===== config.mk =====
export PLATFORM = sky130hd
export DESIGN_NAME = rect_draw
export DESIGN_NICKNAME = d
export VERILOG_FILES = /design/src/rtl/draw_pkg.sv /design/src/rtl/rect_scan_counter.sv /design/src/rtl/rect_draw.sv
export SDC_FILE = /design/constraint.sdc
export NUM_CORES = 1
export LEC_CHECK = 0
export BUFFER_PORTS_ARGS = -buffer_cell sky130_fd_sc_hd__buf_2
export CORE_UTILIZATION = 61
export CTS_BUF_LIST = sky130_fd_sc_hd__clkbuf_4 sky130_fd_sc_hd__clkbuf_8
export DETAILED_ROUTE_END_ITERATION = 6
export GPL_TIMING_DRIVEN = 0
export MAX_ROUTING_LAYER = met4
export PLACE_DENSITY = 0.88
export SYNTH_ARGS = -nofsm -noshare
export SYNTH_HDL_FRONTEND = slang
export SYNTH_SLANG_ARGS = --single-unit

===== constraint.sdc =====
create_clock -name clk -period 5.1 [get_ports clk]
set_clock_uncertainty 0.2 [all_clocks]
set_input_delay 1.02 -clock clk [delete_from_list [all_inputs] [get_ports clk]]
set_output_delay 1.02 -clock clk [all_outputs]
set_load 0.05 [all_outputs]

===== src/rtl/draw_pkg.sv =====
// Shared definitions for the VGA drawing primitives (rectangles now,
// lines and sprites later).
package draw_pkg;

  typedef enum logic [1:0] {
    IDLE,
    DRAW,
    DONE
  } draw_state_e;

  localparam int DEF_SCREEN_W = 160;
  localparam int DEF_SCREEN_H = 120;

  localparam logic DRAW_FILL    = 1'b0;
  localparam logic DRAW_OUTLINE = 1'b1;

endpackage


===== src/rtl/rect_scan_counter.sv =====
// Nested column/row counter for a row-major raster scan of a w x h area.
// On the final pixel both counters wrap to zero.
module rect_scan_counter #(
  parameter int DIM_W = 5
) (
  input  logic             clk,
  input  logic             resetn,
  input  logic             clear,
  input  logic             enable,
  input  logic [DIM_W-1:0] w,
  input  logic [DIM_W-1:0] h,
  output logic [DIM_W-1:0] cx,
  output logic [DIM_W-1:0] cy,
  output logic             last
);

  logic [DIM_W-1:0] cx_q, cx_d;
  logic [DIM_W-1:0] cy_q, cy_d;
  logic             rowEnd;
  logic             colEnd;

  assign rowEnd = (cx_q == w - DIM_W'(1));
  assign colEnd = (cy_q == h - DIM_W'(1));
  assign last   = rowEnd && colEnd;

  always_comb begin
    cx_d = cx_q;
    cy_d = cy_q;
    if (clear) begin
      cx_d = '0;
      cy_d = '0;
    end else if (enable) begin
      if (rowEnd) begin
        cx_d = '0;
        cy_d = colEnd ? '0 : cy_q + DIM_W'(1);
      end else begin
        cx_d = cx_q + DIM_W'(1);
      end
    end
  end

  always_ff @(posedge clk) begin
    if (!resetn) begin
      cx_q <= '0;
      cy_q <= '0;
    end else begin
      cx_q <= cx_d;
      cy_q <= cy_d;
    end
  end

  assign cx = cx_q;
  assign cy = cy_q;

endmodule


===== src/rtl/rect_draw.sv =====
// Rectangle rasteriser: draws a filled or outline W x H box one pixel per
// clock at a latched origin/colour, clipping anything past the screen edge.
module rect_draw
  import draw_pkg::*;
#(
  parameter int X_W      = 8,
  parameter int Y_W      = 7,
  parameter int COLOUR_W = 3,
  parameter int DIM_W    = 5,
  parameter int SCREEN_W = DEF_SCREEN_W,
  parameter int SCREEN_H = DEF_SCREEN_H
) (
  input  logic                clk,
  input  logic                resetn,
  input  logic                go,
  input  logic [X_W-1:0]      x_in,
  input  logic [Y_W-1:0]      y_in,
  input  logic [DIM_W-1:0]    w_in,
  input  logic [DIM_W-1:0]    h_in,
  input  logic [COLOUR_W-1:0] colour_in,
  input  logic                outline,
  output logic [X_W-1:0]      vga_x,
  output logic [Y_W-1:0]      vga_y,
  output logic [COLOUR_W-1:0] vga_colour,
  output logic                plot,
  output logic                busy,
  output logic                done
);

  draw_state_e         state_q;
  logic [X_W-1:0]      x_q;
  logic [Y_W-1:0]      y_q;
  logic [DIM_W-1:0]    w_q;
  logic [DIM_W-1:0]    h_q;
  logic [COLOUR_W-1:0] colour_q;
  logic                outline_q;

  logic [DIM_W-1:0]    cx;
  logic [DIM_W-1:0]    cy;
  logic                scanLast;
  logic                startReq;

  logic [X_W:0]        px;
  logic [Y_W:0]        py;
  logic                onScreen;
  logic                border;

  assign startReq = (state_q == IDLE) && go;

  always_ff @(posedge clk) begin
    if (!resetn) begin
      state_q   <= IDLE;
      x_q       <= '0;
      y_q       <= '0;
      w_q       <= '0;
      h_q       <= '0;
      colour_q  <= '0;
      outline_q <= DRAW_FILL;
    end else begin
      case (state_q)
        IDLE: begin
          if (go) begin
            x_q       <= x_in;
            y_q       <= y_in;
            w_q       <= w_in;
            h_q       <= h_in;
            colour_q  <= colour_in;
            outline_q <= outline;
            state_q   <= (w_in == '0 || h_in == '0) ? DONE : DRAW;
          end
        end
        DRAW: begin
          if (scanLast) state_q <= DONE;
        end
        DONE:    state_q <= IDLE;
        default: state_q <= IDLE;
      endcase
    end
  end

  rect_scan_counter #(
    .DIM_W(DIM_W)
  ) u_scan (
    .clk    (clk),
    .resetn (resetn),
    .clear  (startReq),
    .enable (state_q == DRAW),
    .w      (w_q),
    .h      (h_q),
    .cx     (cx),
    .cy     (cy),
    .last   (scanLast)
  );

  // One extra bit on the adders so an off-screen pixel can never alias
  // back onto the visible area.
  assign px = {1'b0, x_q} + (X_W+1)'(cx);
  assign py = {1'b0, y_q} + (Y_W+1)'(cy);

  assign onScreen = (px < (X_W+1)'(SCREEN_W)) && (py < (Y_W+1)'(SCREEN_H));
  assign border   = (cx == '0) || (cx == w_q - DIM_W'(1)) ||
                    (cy == '0) || (cy == h_q - DIM_W'(1));

  assign vga_x      = px[X_W-1:0];
  assign vga_y      = py[Y_W-1:0];
  assign vga_colour = colour_q;
  assign plot       = (state_q == DRAW) && onScreen && ((outline_q == DRAW_FILL) || border);
  assign busy       = (state_q != IDLE);
  assign done       = (state_q == DONE);

endmodule


### After elaboration in Yosys (flattened, before gate mapping)

Cells that the tools add are included.
W data, S select, Z words.

| cells by class | value |
|---|---|
| add/subtract/negate cells | 6 |
| $lt $le $gt $ge | 2 |
| equality and inequality tests | 6 |
| multiplexer cells | 6 |
| bitwise logic cells | 2 |
| reduce and logical (&&, ||, !) cells | 20 |

Operators by type and width:

| operator | number |
|---|---|
| $logic_not A5 Y1 | 4 |
| $add A5 B1 Y5 const B | 2 |
| $eq A5 B5 Y1 | 2 |
| $mux W5 | 2 |
| $sub A5 B1 Y5 const B | 2 |
| $add A8 B5 Y9 | 1 |
| $lt A9 B8 Y1 const B | 1 |
| $add A7 B5 Y8 | 1 |
| $lt A8 B7 Y1 const B | 1 |
| $mux W2 | 3 |
| $reduce_and A2 Y1 | 3 |
| $logic_and A1 B1 Y1 | 5 |
| $logic_or A1 B1 Y1 | 5 |
| $ne A2 B2 Y1 const B | 2 |
| $pmux W2 S2 | 1 |
| $eq A2 B1 Y1 const B | 1 |
| $eq A2 B2 Y1 const B | 1 |
| $logic_not A2 Y1 | 1 |
| $not A1 Y1 | 2 |
| $reduce_bool A2 Y1 | 1 |
| $reduce_or A2 Y1 | 1 |

| word-level totals | value |
|---|---|
| bits in registers | 41 |
| logic and storage cells | 51 |

### Longest topological paths before layout

Gate-level depths: netlist of the first run.

| logic depth | value |
|---|---|
| word-level depth | 7 |
| mapped depth | 8 |
| mapped depth without buffers | 8 |

### Hierarchy

A second synthesis of the first run with hierarchy kept.

| second synthesis, totals | value |
|---|---|
| cell total of the unflattened synthesis | 329 |
| area total of the unflattened synthesis | 2735.1 um2 |

By module, submodules not included:

| module | times used | cells each | area each (um2) | seq. area each (um2) |
|---|---|---|---|---|
| rect_draw | 1 | 247 | 1958.1 | 620.6 |
| rect_scan_counter | 1 | 82 | 777.0 | 200.2 |

### Least setup slack after synthesis of the first run

OpenSTA, ideal clock, no wires.

| path | value |
|---|---|
| path kind | reg2out |
| start | register u_scan.cx_q[0], in the netlist u_scan.cx[0] |
| end | output port plot |
| data arrival time | 3.659 ns |
| slack | 0.221 ns |
| stages on the path, launching flop included | 8 |
| buffers on the path | 0 |
| cells stage by stage | dfxtp_1 -> ha_1 -> fa_1 -> a211oi_1 -> o21bai_1 -> mux2_2 -> a2111o_1 -> a2111oi_1 |

| on the way | value |
|---|---|
| cells in the longest elaborated chain, start to end | 6 |
| elaborated cells on any way between the ends | 11 |

Ends and longest elaborated chain:

| what | RTL line | source |
|---|---|---|
| from (decl) | rect_scan_counter.sv:17 | `logic [DIM_W-1:0] cx_q, cx_d;` |
| from (signal assigned) | rect_scan_counter.sv:44 | `cx_q <= '0;` |
| from (signal assigned) | rect_scan_counter.sv:47 | `cx_q <= cx_d;` |
| branches (longest 5 deep; another with $add A8 B5 Y9) | - |  |
| $logic_and A1 B1 Y1 (*) | rect_draw.sv:107 | `assign plot = (state_q == DRAW) && onScreen && ((outline_q == DRAW_FILL) \|\| border);` |
| to (decl) | rect_draw.sv:25 | `output logic plot,` |

Mark *: on every way between the ends.

### Worst setup path in the final report of the first run

Same ends and word-level chain as after synthesis.

==> impl_metrics.env, run 1 <==
export IMPL_status="finished, final reports clean"
export IMPL_power_density_nw_per_um2=263
export IMPL_synth_distinct_cells=51
export IMPL_port_buffers=52
export IMPL_core_area_um2=4030
export IMPL_hold_viol_final=0
export IMPL_maxSlewHeadroom=0.534
export IMPL_drive_gt1_frac=0.180
export IMPL_pwr_share_seq=0.444
export IMPL_drt_iter0_drc=84
export IMPL_switchingPower_mw=0.234
export IMPL_drtPass1Iterations=4
export IMPL_whs_path_depth=2
export IMPL_switching_share=0.297
export IMPL_setup_viol=0
export IMPL_cp_required_ns=3.88
export IMPL_cts_max_path_buffers=2
export IMPL_area_growth_pct=17.3
export IMPL_critical_path_class="flip-flop to primary output"
export IMPL_drv_slew=0
export IMPL_vias_per_cell=5.60
export IMPL_worst_ir_drop_vdd_v=0.000182
export IMPL_rows=23
export IMPL_diodes=0
export IMPL_cts_resized=0
export IMPL_antenna_found_initial=0
export IMPL_post_cts_buffers=0
export IMPL_tightest_slew_ns=0.681
export IMPL_die_height_um=66.8
export IMPL_ios=53
export IMPL_ys_seq_area_frac=0.321
export IMPL_drt_wl_total_mm=5.44
export IMPL_p_clk_frac=0.351
export IMPL_synth_warnings=0
export IMPL_cts_buffers_inserted=5
export IMPL_routedWlPerCell_um=12.7
export IMPL_hold_start="vga_colour[1]"
export IMPL_synthArstFlopShare=0
export IMPL_whs_ns=0.268
export IMPL_dp_hpwl_mm=4.15
export IMPL_hold_class="flip-flop to flip-flop"
export IMPL_slowest_stage="fa_1"
export IMPL_clockRootBuffer="clkbuf_8"
export IMPL_maxCapViolations=0
export IMPL_holdPathEnd="vga_colour[1]"
export IMPL_grt_pass1_vias=2150
export IMPL_vias=2398
export IMPL_path_buf_inv=1
export IMPL_min_period_ns=4.19
export IMPL_cts_sinks=41
export IMPL_place_congestion=0.824
export IMPL_worstSkewPairLatency_ns=0.30
export IMPL_timing_rr_start="w_q[0]"
export IMPL_rrSetupSlack_ns=2.79
export IMPL_synth_edf_count=0
export IMPL_track_usage=0.277
export IMPL_crit_family="compound AO/OA/AOI/OAI gates"
export IMPL_synthesis_nets=368
export IMPL_htreeDepth=2
export IMPL_critPathMaxFanout=6
export IMPL_die_w_um=66.8
export IMPL_crit_path_start_kind="flip-flop"
export IMPL_grt_pass1_wl_mm=9.12
export IMPL_combPwrFrac=0.206
export IMPL_synth_avg_cell_area_um2=8.05
export IMPL_worstRegToRegCells=7
export IMPL_syn_inst=318
export IMPL_min_period_over_period=0.822
export IMPL_overflow=0
export IMPL_power_internal_mw=0.556
export IMPL_crit_arrival_ns=2.97
export IMPL_cts_tree="done"
export IMPL_end_kind="primary output"
export IMPL_postCtsHoldBufs=0
export IMPL_p_leak_nw=1.29
export IMPL_final_setup_tns_ns=0
export IMPL_grt_max_degree=13
export IMPL_drc=0
export IMPL_rsz0062_at_grt="false"
export IMPL_max_clock_freq_ghz=0.238
export IMPL_clk_pin_slew_ns=0.07
export IMPL_start_util=0.635
export IMPL_synth_ff_type="dfxtp_1"
export IMPL_reg2reg_to="u_scan.cy[3]"
export IMPL_die_area_um2=4460
export IMPL_nNetsFinal=427
export IMPL_path_cells="ha_1 > fa_1 > a211oi_1 > o21bai_1 > mux2_2 > a2111o_1 > a2111oi_1 > buf_2"
export IMPL_ant_nets=0
export IMPL_ys_ff_latch=41
export IMPL_cpPeakStageDelay_ns=0.43
export IMPL_synthesis_area_um2=2560
-- final cells by class --
cell class                 instances  area, um2
sequential                        41        821
timing repair buffer              52        260
buffer                            13       56.3
inverter                          23       86.3
clock buffer                       7       90.1
fill                             313       1030
clock inverter                     1       30.0
multi-input combinational        241       1600
tap                               50       62.6
-- layer usage --
metal	up-vias	global-route usage	wire length [um]
met1	1105	0.328	2560
met4	0	0.0878	78
met3	6	0.0565	279
met2	70	0.468	2520
met5	-	-	0
li1	1217	-	-
-- cell usage in the layout, fill, tap and decap left out, drive strengths merged, types with 2 or more instances in the layout --
master and instances:
xor2 7, o211ai 3, nor2b 3, nand4 5, o21bai 2, buf 53
xnor2 16, nor3 4, a2111oi 5, nor2 12, a21o 3, inv 23
nand2b 5, o21ai 6, or4 3, ha 16, dfxtp 41, a211oi 4
nand3 6, a21oi 16, or3 2, and2 3, a21boi 29, clkbuf 19
o31ai 2, nand2 69, fa 2
-- worst register-to-register path: cells and delay by family (launching register included) --
| family | cells | cell delay, ns |
|---|---|---|
| AO/OA/AOI/OAI | 3 | 0.64 |
| XOR/XNOR | 1 | 0.16 |
| adder cells (fa/ha/maj) | 1 | 0.30 |
| buffers and inverters | 1 | 0.06 |
| flip-flops | 1 | 0.39 |
| AND/OR/NAND/NOR | 1 | 0.51 |
-- how the worst max path moves through the flow --
stage                  from  endpoint  cells past startpoint
6_report       u_scan.cx[0]      plot                      8
5_1_grt        u_scan.cx[0]      plot                      8
4_1_cts        u_scan.cx[0]      plot                      8
3_5_place_dp   u_scan.cx[0]      plot                      8
3_3_place_gp   u_scan.cx[0]      plot                      8
2_1_floorplan  u_scan.cx[0]      plot                      7
-- logic make-up (layout without fill, tap and decap cells) --
| logic type | after synthesis | after routing | share of synthesized area |
|---|---|---|---|
| mux | 1 | 1 | 0.00440 |
| buf+inv | 36 | 96 | 0.0557 |
| xor+xnor | 23 | 23 | 0.0816 |
| compound gates | 81 | 81 | 0.230 |
| fa+ha+maj | 18 | 18 | 0.0938 |
| simple gates | 118 | 118 | 0.214 |
| flops | 41 | 41 | 0.321 |
-- per-stage QoR --
stage	area [um2]	worst slack (ns)	std cells	power, mW	utilization
after CTS	3000	0.897	428	0.796	0.745
final	3000	0.906	428	0.790	0.745
after detailed placement	2880	1.23	420	0.520	0.716
after floorplan	2560	0.221	318	0.477	-
after global placement	2880	1.25	420	0.514	0.716
after global routing	3000	0.756	428	0.825	0.745
-- cell usage after synthesis (5+ instances only) --
cell type,count,area (um2)
clkbuf_1,12,45.0
a21oi_1,15,75.1
xor2_1,7,61.3
nand2_1,69,259
ha_1,16,200
nand4_1,5,31.3
o21ai_0,6,30.0
nand2b_1,5,31.3
dfxtp_1,41,821
nand3_1,6,30.0
nor2_1,12,45.0
a21boi_0,29,218
xnor2_1,15,131
inv_1,23,86.3
-- sequential cells by signal, indices dropped and copies added, names as in the netlist --
signal / count
outline_q: 1
u_scan.cx: 5
vga_colour: 3
h_q: 5
u_scan.cy: 5
state_q: 2
y_q: 7
x_q: 8
w_q: 5
-- power groups by stage --
stage / logic (mW) / clock network (mW) / registers (mW)
3_5_place_dp: 0.162 / 0 / 0.358
6_report: 0.163 / 0.277 / 0.351
2_1_floorplan: 0.117 / 0 / 0.360
4_1_cts: 0.163 / 0.283 / 0.350
5_1_grt: 0.179 / 0.292 / 0.353
3_3_place_gp: 0.158 / 0 / 0.357
Power figures use the tool's default switching activity.
==> inputs of run 2 (changes only) <==
CORE_UTILIZATION = 51   (was 61)
PLACE_DENSITY = 0.78   (was 0.88)
clock period = 3.7 ns   (was 5.1 ns; I/O delays follow)
==> impl_metrics.env, run 2 (synthesized netlist as in run 1, its figures left out) <==
export IMPL_ios=53
export IMPL_routedWlPerCell_um=13.1
export IMPL_regMostFlops="x_q"
export IMPL_final_cell_mix="69 x nand2_1, 51 x buf_2, 38 x dfxtp_1"
export IMPL_endpoint="plot"
export IMPL_max_clock_freq_ghz=0.276
export IMPL_status="finished, final reports clean"
export IMPL_drv_slew=0
export IMPL_min_period_ns=3.62
export IMPL_min_period_over_period=0.979
export IMPL_die_area_um2=5310
export IMPL_largest_reg_flops=8
export IMPL_cts_buffers_inserted=5
export IMPL_track_usage=0.240
export IMPL_die_w_um=72.9
export IMPL_reg2reg_to="u_scan.cy[3]"
export IMPL_busiest_layer="met2"
export IMPL_crit_start="u_scan.cx[0]"
export IMPL_whs_ns=0.268
export IMPL_pwr_share_seq=0.465
export IMPL_nNetsFinal=431
export IMPL_vias_per_cell=5.35
export IMPL_critPathMaxFanout=2
export IMPL_core_area_um2=4790
export IMPL_diodes=0
export IMPL_cp_required_ns=2.76
export IMPL_cts_tree="done"
export IMPL_grt_pass1_vias=2241
export IMPL_hold_viol_final=0
export IMPL_rrSetupSlack_ns=1.36
export IMPL_use_met3=0.0511
export IMPL_switchingPower_mw=0.326
export IMPL_place_area_um2=2920
export IMPL_worstRegToRegCells=7
export IMPL_drt_iter0_drc=97
export IMPL_rsz0062_at_grt="true"
export IMPL_grt_use_met1=0.285
export IMPL_grt_max_degree=13
export IMPL_p_clk_frac=0.307
export IMPL_drt_wl_total_mm=5.88
export IMPL_start_util=0.535
export IMPL_combPwrFrac=0.227
export IMPL_crit_path_start_kind="flip-flop"
export IMPL_met2_usage=0.400
export IMPL_cts_max_path_buffers=2
export IMPL_timing_rr_start="w_q[0]"
export IMPL_postCtsHoldBufs=0
export IMPL_end_kind="primary output"
export IMPL_tightest_slew_ns=0.672
export IMPL_mostFrequentLayoutCell="nand2_1"
export IMPL_p_leak_nw=1.31
export IMPL_maxCapViolations=0
export IMPL_maxSlewHeadroom=0.551
export IMPL_area_growth_pct=22.1
export IMPL_critical_path_class="flip-flop to primary output"
export IMPL_top_regs="x_q x8, y_q x7"
export IMPL_drive_gt1_frac=0.217
export IMPL_crit_arrival_ns=2.68
export IMPL_worstSkewPairLatency_ns=0.29
export IMPL_overflow=0
export IMPL_place_congestion=0.831
export IMPL_grt_pass1_wl_mm=9.57
export IMPL_hold_class="flip-flop to flip-flop"
export IMPL_cts_sinks=41
export IMPL_fin_area_um2=3130
export IMPL_clockRootBuffer="clkbuf_8"
export IMPL_vias=2403
export IMPL_ant_nets=0
export IMPL_drc=0
export IMPL_rows=25
export IMPL_htreeDepth=2
export IMPL_die_height_um=72.9
export IMPL_switching_share=0.314
export IMPL_power_density_nw_per_um2=332
export IMPL_setup_viol=0
export IMPL_power_internal_mw=0.712
export IMPL_worst_ir_drop_vdd_v=0.000252
export IMPL_antenna_found_initial=0
export IMPL_drtPass1Iterations=4
export IMPL_dp_hpwl_mm=4.31
export IMPL_clk_pin_slew_ns=0.07
export IMPL_port_buffers=52
[run 2: cell count changes in the layout (fill, tap and decap cells not counted), moves of 2 or more]
cell	previous run	this run
a211oi_1	3	0
a211oi_2	1	4
a2111oi_0	4	2
dfxtp_4	0	2
a2111oi_4	0	2
dfxtp_1	41	38
buf_4	0	4
[run 2: power by group through the flow]
stage / clock network (mW) / registers, mW / logic, mW
2_1_floorplan: 0 / 0.496 / 0.163
5_1_grt: 0.342 / 0.486 / 0.260
3_3_place_gp: 0 / 0.493 / 0.222
4_1_cts: 0.326 / 0.483 / 0.233
3_5_place_dp: 0 / 0.494 / 0.227
6_report: 0.319 / 0.483 / 0.236
[run 2: worst min path at each step]
stage	endpoint	cells after the start	startpoint	slack [ns]
6_report	vga_colour[1]	2	vga_colour[1]	0.27
3_5_place_dp	vga_colour[1]	2	vga_colour[1]	0.26
5_1_grt	outline_q	2	outline_q	0.29
2_1_floorplan	y_q[6]	2	y_q[6]	0.24
3_3_place_gp	vga_colour[0]	2	vga_colour[0]	0.25
4_1_cts	vga_colour[1]	2	vga_colour[1]	0.27
[run 2: what timing repair did]
action,4_1_cts,5_1_grt
setup buffers,2,2
gates resized for setup,10,9
pin swaps,4,8
endpoints found under the setup margin,1,1
[run 2: final cells by class]
| cell class | count | area, um2 |
|---|---|---|
| clock inverters | 1 | 5.00 |
| repair buffers | 56 | 297 |
| clock buffers | 7 | 96.3 |
| well taps | 67 | 83.8 |
| multi-input cells | 241 | 1670 |
| inverters | 23 | 86.3 |
| fillers | 427 | 1660 |
| plain buffers | 13 | 56.3 |
| flip-flops and latches | 41 | 830 |
[run 2: worst max-delay path, stage by stage, from the launching register on]
cell and delay (ns):
dfxtp_4 0.35, ha_4 0.16, fa_2 0.34, a211oi_2 0.24
o21bai_1 0.13, mux2_4 0.28, a2111o_1 0.44, a2111oi_4 0.24
buf_6 0.21
[run 2: layer usage]
| layer | wire, um | share of wire | vias up |
|---|---|---|---|
| met5 | 0 | 0 | - |
| met4 | 104 | 0.018 | 0 |
| li1 | - | - | 1229 |
| met3 | 284 | 0.048 | 14 |
| met1 | 2710 | 0.46 | 1085 |
| met2 | 2780 | 0.47 | 75 |
[run 2: metrics by stage]
step | util | instances | setup WS [ns] | power [mW] | TNS (ns)
4_1_cts | 0.643 | 447 | 0.00668 | 1.04 | 0
5_1_grt | 0.653 | 449 | -0.0792 | 1.09 | -0.0792
2_1_floorplan | - | 318 | 0.161 | 0.659 | 0
3_5_place_dp | 0.610 | 437 | -0.170 | 0.720 | -0.170
6_report | 0.653 | 449 | 0.0776 | 1.04 | 0
3_3_place_gp | 0.610 | 437 | -0.160 | 0.715 | -0.160
==> inputs of run 3 (changes only) <==
CORE_UTILIZATION = 52   (was 51)
PLACE_DENSITY = 0.79   (was 0.78)
SYNTH_HIERARCHICAL = 1   (was default)
==> impl_metrics.env, run 3 <==
export IMPL_status="finished with violations"
export IMPL_failed_checks="design-rule violations"
export IMPL_core_area_um2=5070
export IMPL_ys_seq_area_frac=0.300
export IMPL_area_growth_pct=17.4
export IMPL_nFillCells=469
export IMPL_post_cts_buffers=0
export IMPL_setup_slack_ns=0.170
export IMPL_critPathMaxFanout=7
export IMPL_min_period_ns=3.53
export IMPL_cpPeakStageDelay_ns=0.43
export IMPL_crit_path_start_kind="flip-flop"
export IMPL_drt_iter0_drc=97
export IMPL_die_w_um=74.5
export IMPL_critical_path_class="flip-flop to primary output"
export IMPL_cp_required_ns=2.76
export IMPL_htreeDepth=2
export IMPL_drt_wl_total_mm=6.15
export IMPL_drv_slew=0
export IMPL_clockRootBuffer="clkbuf_8"
export IMPL_synth_ff_type="dfxtp_1"
export IMPL_setup_viol=0
export IMPL_vias=2493
export IMPL_fin_area_um2=3210
export IMPL_ys_top_cells_by_count="67 x nand2_1, 41 x dfxtp_1, 30 x a21boi_1"
export IMPL_crit_top_cell="inv_1"
export IMPL_diodes=0
export IMPL_rsz0062_at_grt="false"
export IMPL_nNetsFinal=438
export IMPL_grt_pass1_vias=2252
export IMPL_start_util=0.539
export IMPL_routedWlPerCell_um=13.4
export IMPL_cts_resized=0
export IMPL_maxCapViolations=0
export IMPL_hold_class="flip-flop to flip-flop"
export IMPL_path_cells="ha_1 > inv_1 > fa_1 > inv_1 > a21o_1 > a41oi_1 > xnor2_2 > o21ai_1 > and4b_1 > buf_2"
export IMPL_cts_sinks=41
export IMPL_die_area_um2=5550
export IMPL_clk_pin_slew_ns=0.08
export IMPL_ys_ff_latch=41
export IMPL_rows=26
export IMPL_place_area_um2=3090
export IMPL_hold_viol_final=0
export IMPL_maxSlewHeadroom=0.646
export IMPL_synthesis_area_um2=2740
export IMPL_drtPass1Iterations=6
export IMPL_end_kind="primary output"
export IMPL_port_buffers=52
export IMPL_drive_gt1_frac=0.195
export IMPL_overflow=0
export IMPL_cts_max_path_buffers=2
export IMPL_grt_max_degree=13
export IMPL_syn_inst=329
export IMPL_synthArstFlopShare=0
export IMPL_die_height_um=74.5
export IMPL_worstSkewPairLatency_ns=0.30
export IMPL_synth_avg_cell_area_um2=8.31
export IMPL_whs_ns=0.256
export IMPL_final_setup_tns_ns=0
export IMPL_cts_tree="done"
export IMPL_place_ws_ns=0.399
export IMPL_max_clock_freq_ghz=0.283
export IMPL_place_congestion=0.823
export IMPL_synth_warnings=6
export IMPL_slowest_stage="dfxtp_2"
export IMPL_ios=53
export IMPL_top_regs="x_q x8, y_q x7"
export IMPL_cts_buffers_inserted=5
export IMPL_regMostFlops="x_q"
export IMPL_grt_pass1_wl_mm=10.0
export IMPL_tightest_slew_ns=0.531
export IMPL_synth_distinct_cells=54
export IMPL_min_period_over_period=0.954
export IMPL_worst_ir_drop_vdd_v=0.000249
export IMPL_synth_edf_count=0
export IMPL_yosys_area_top_type="dfxtp_1"
export IMPL_synthesis_nets=379
export IMPL_p_leak_nw=1.45
export IMPL_power_density_nw_per_um2=353
export IMPL_mostFrequentLayoutCell="nand2_1"
export IMPL_largest_reg_flops=8
export IMPL_crit_arrival_ns=2.59
export IMPL_postCtsHoldBufs=0
export IMPL_yosysMostFrequentCell="nand2_1"
export IMPL_dp_hpwl_mm=4.58
export IMPL_final_cell_mix="67 x nand2_1, 52 x buf_2, 40 x dfxtp_1"
export IMPL_ant_nets=0
export IMPL_antenna_found_initial=0
export IMPL_vias_per_cell=5.43
export IMPL_synthTopCellsByArea="dfxtp_1 30%, nand2_1 9.2%, a21boi_1 8.2%, ha_1 7.3%, xnor2_1 6.7%"
export IMPL_synth_top_area_share=0.300
export IMPL_drc=1
export IMPL_track_usage=0.247
export IMPL_p_total_mw=1.13
## run 3: power breakdown
| part | switching (mW) | total, mW | internal [mW] |
|---|---|---|---|
| registers | 0.0256 | 0.489 | 0.463 |
| logic | 0.162 | 0.257 | 0.0952 |
| clock network | 0.159 | 0.386 | 0.227 |
| total | 0.346 | 1.13 | 0.786 |
## run 3: critical path, delay by kind of cell (launching register included)
kind	cells	cell delay, ns
buffers and inverters	3	0.40
DFF	1	0.43
xor gates and xnor gates	1	0.19
and+or+nand+nor	1	0.20
AOI/OAI and AO/OA	3	0.43
adders and majority gates	2	0.64
## run 3: per-layer routing
| metal | vias to the layer above | part of all wire | global-route usage |
|---|---|---|---|
| met2 | 50 | 0.48 | 0.412 |
| met3 | 7 | 0.028 | 0.0474 |
| met1 | 1173 | 0.48 | 0.304 |
| li1 | 1263 | - | - |
| met4 | 0 | 0.014 | 0.0671 |
| met5 | - | 0 | - |
## run 3: final cells by class
type	instances	area, um2	share of cell area
Buffer	12	48.8	0.0152
Multi-Input combinational cell	254	1790	0.557
Clock buffer	7	90.1	0.0280
Sequential cell	41	822	0.256
Tap cell	70	87.6	0.0273
Inverter	22	82.6	0.0257
Clock inverter	1	30.0	0.00935
Timing Repair Buffer	52	260	0.0810
## run 3: logic make-up (layout without fill, tap and decap cells)
logic type / Yosys count / count (layout) / share of synthesized area
buffers and inverters: 34 / 94 / 0.0480
XOR/XNOR: 39 / 39 / 0.130
AO/OA/AOI/OAI: 76 / 76 / 0.209
adder cells (fa/ha/maj): 18 / 18 / 0.0878
flip-flops: 41 / 41 / 0.300
multiplexers: 1 / 1 / 0.00366
AND/OR/NAND/NOR: 120 / 120 / 0.222
## run 3: worst paths after layout
check	from	end	slack, ns	cells past startpoint
worst max-delay path	u_scan/cx[0]	plot	0.17	10
worst max register to register	w_q[0]	state_q[1]	1.28	8
worst min register to register	vga_colour[2]	vga_colour[2]	0.26	2
worst min-delay path	vga_colour[2]	vga_colour[2]	0.26	2
## run 3: metrics by stage
step	instances	util
after floorplan	329	-
final	459	0.633
after global routing	459	0.633
after global placement	451	0.609
after CTS	459	0.633
after detailed placement	451	0.609
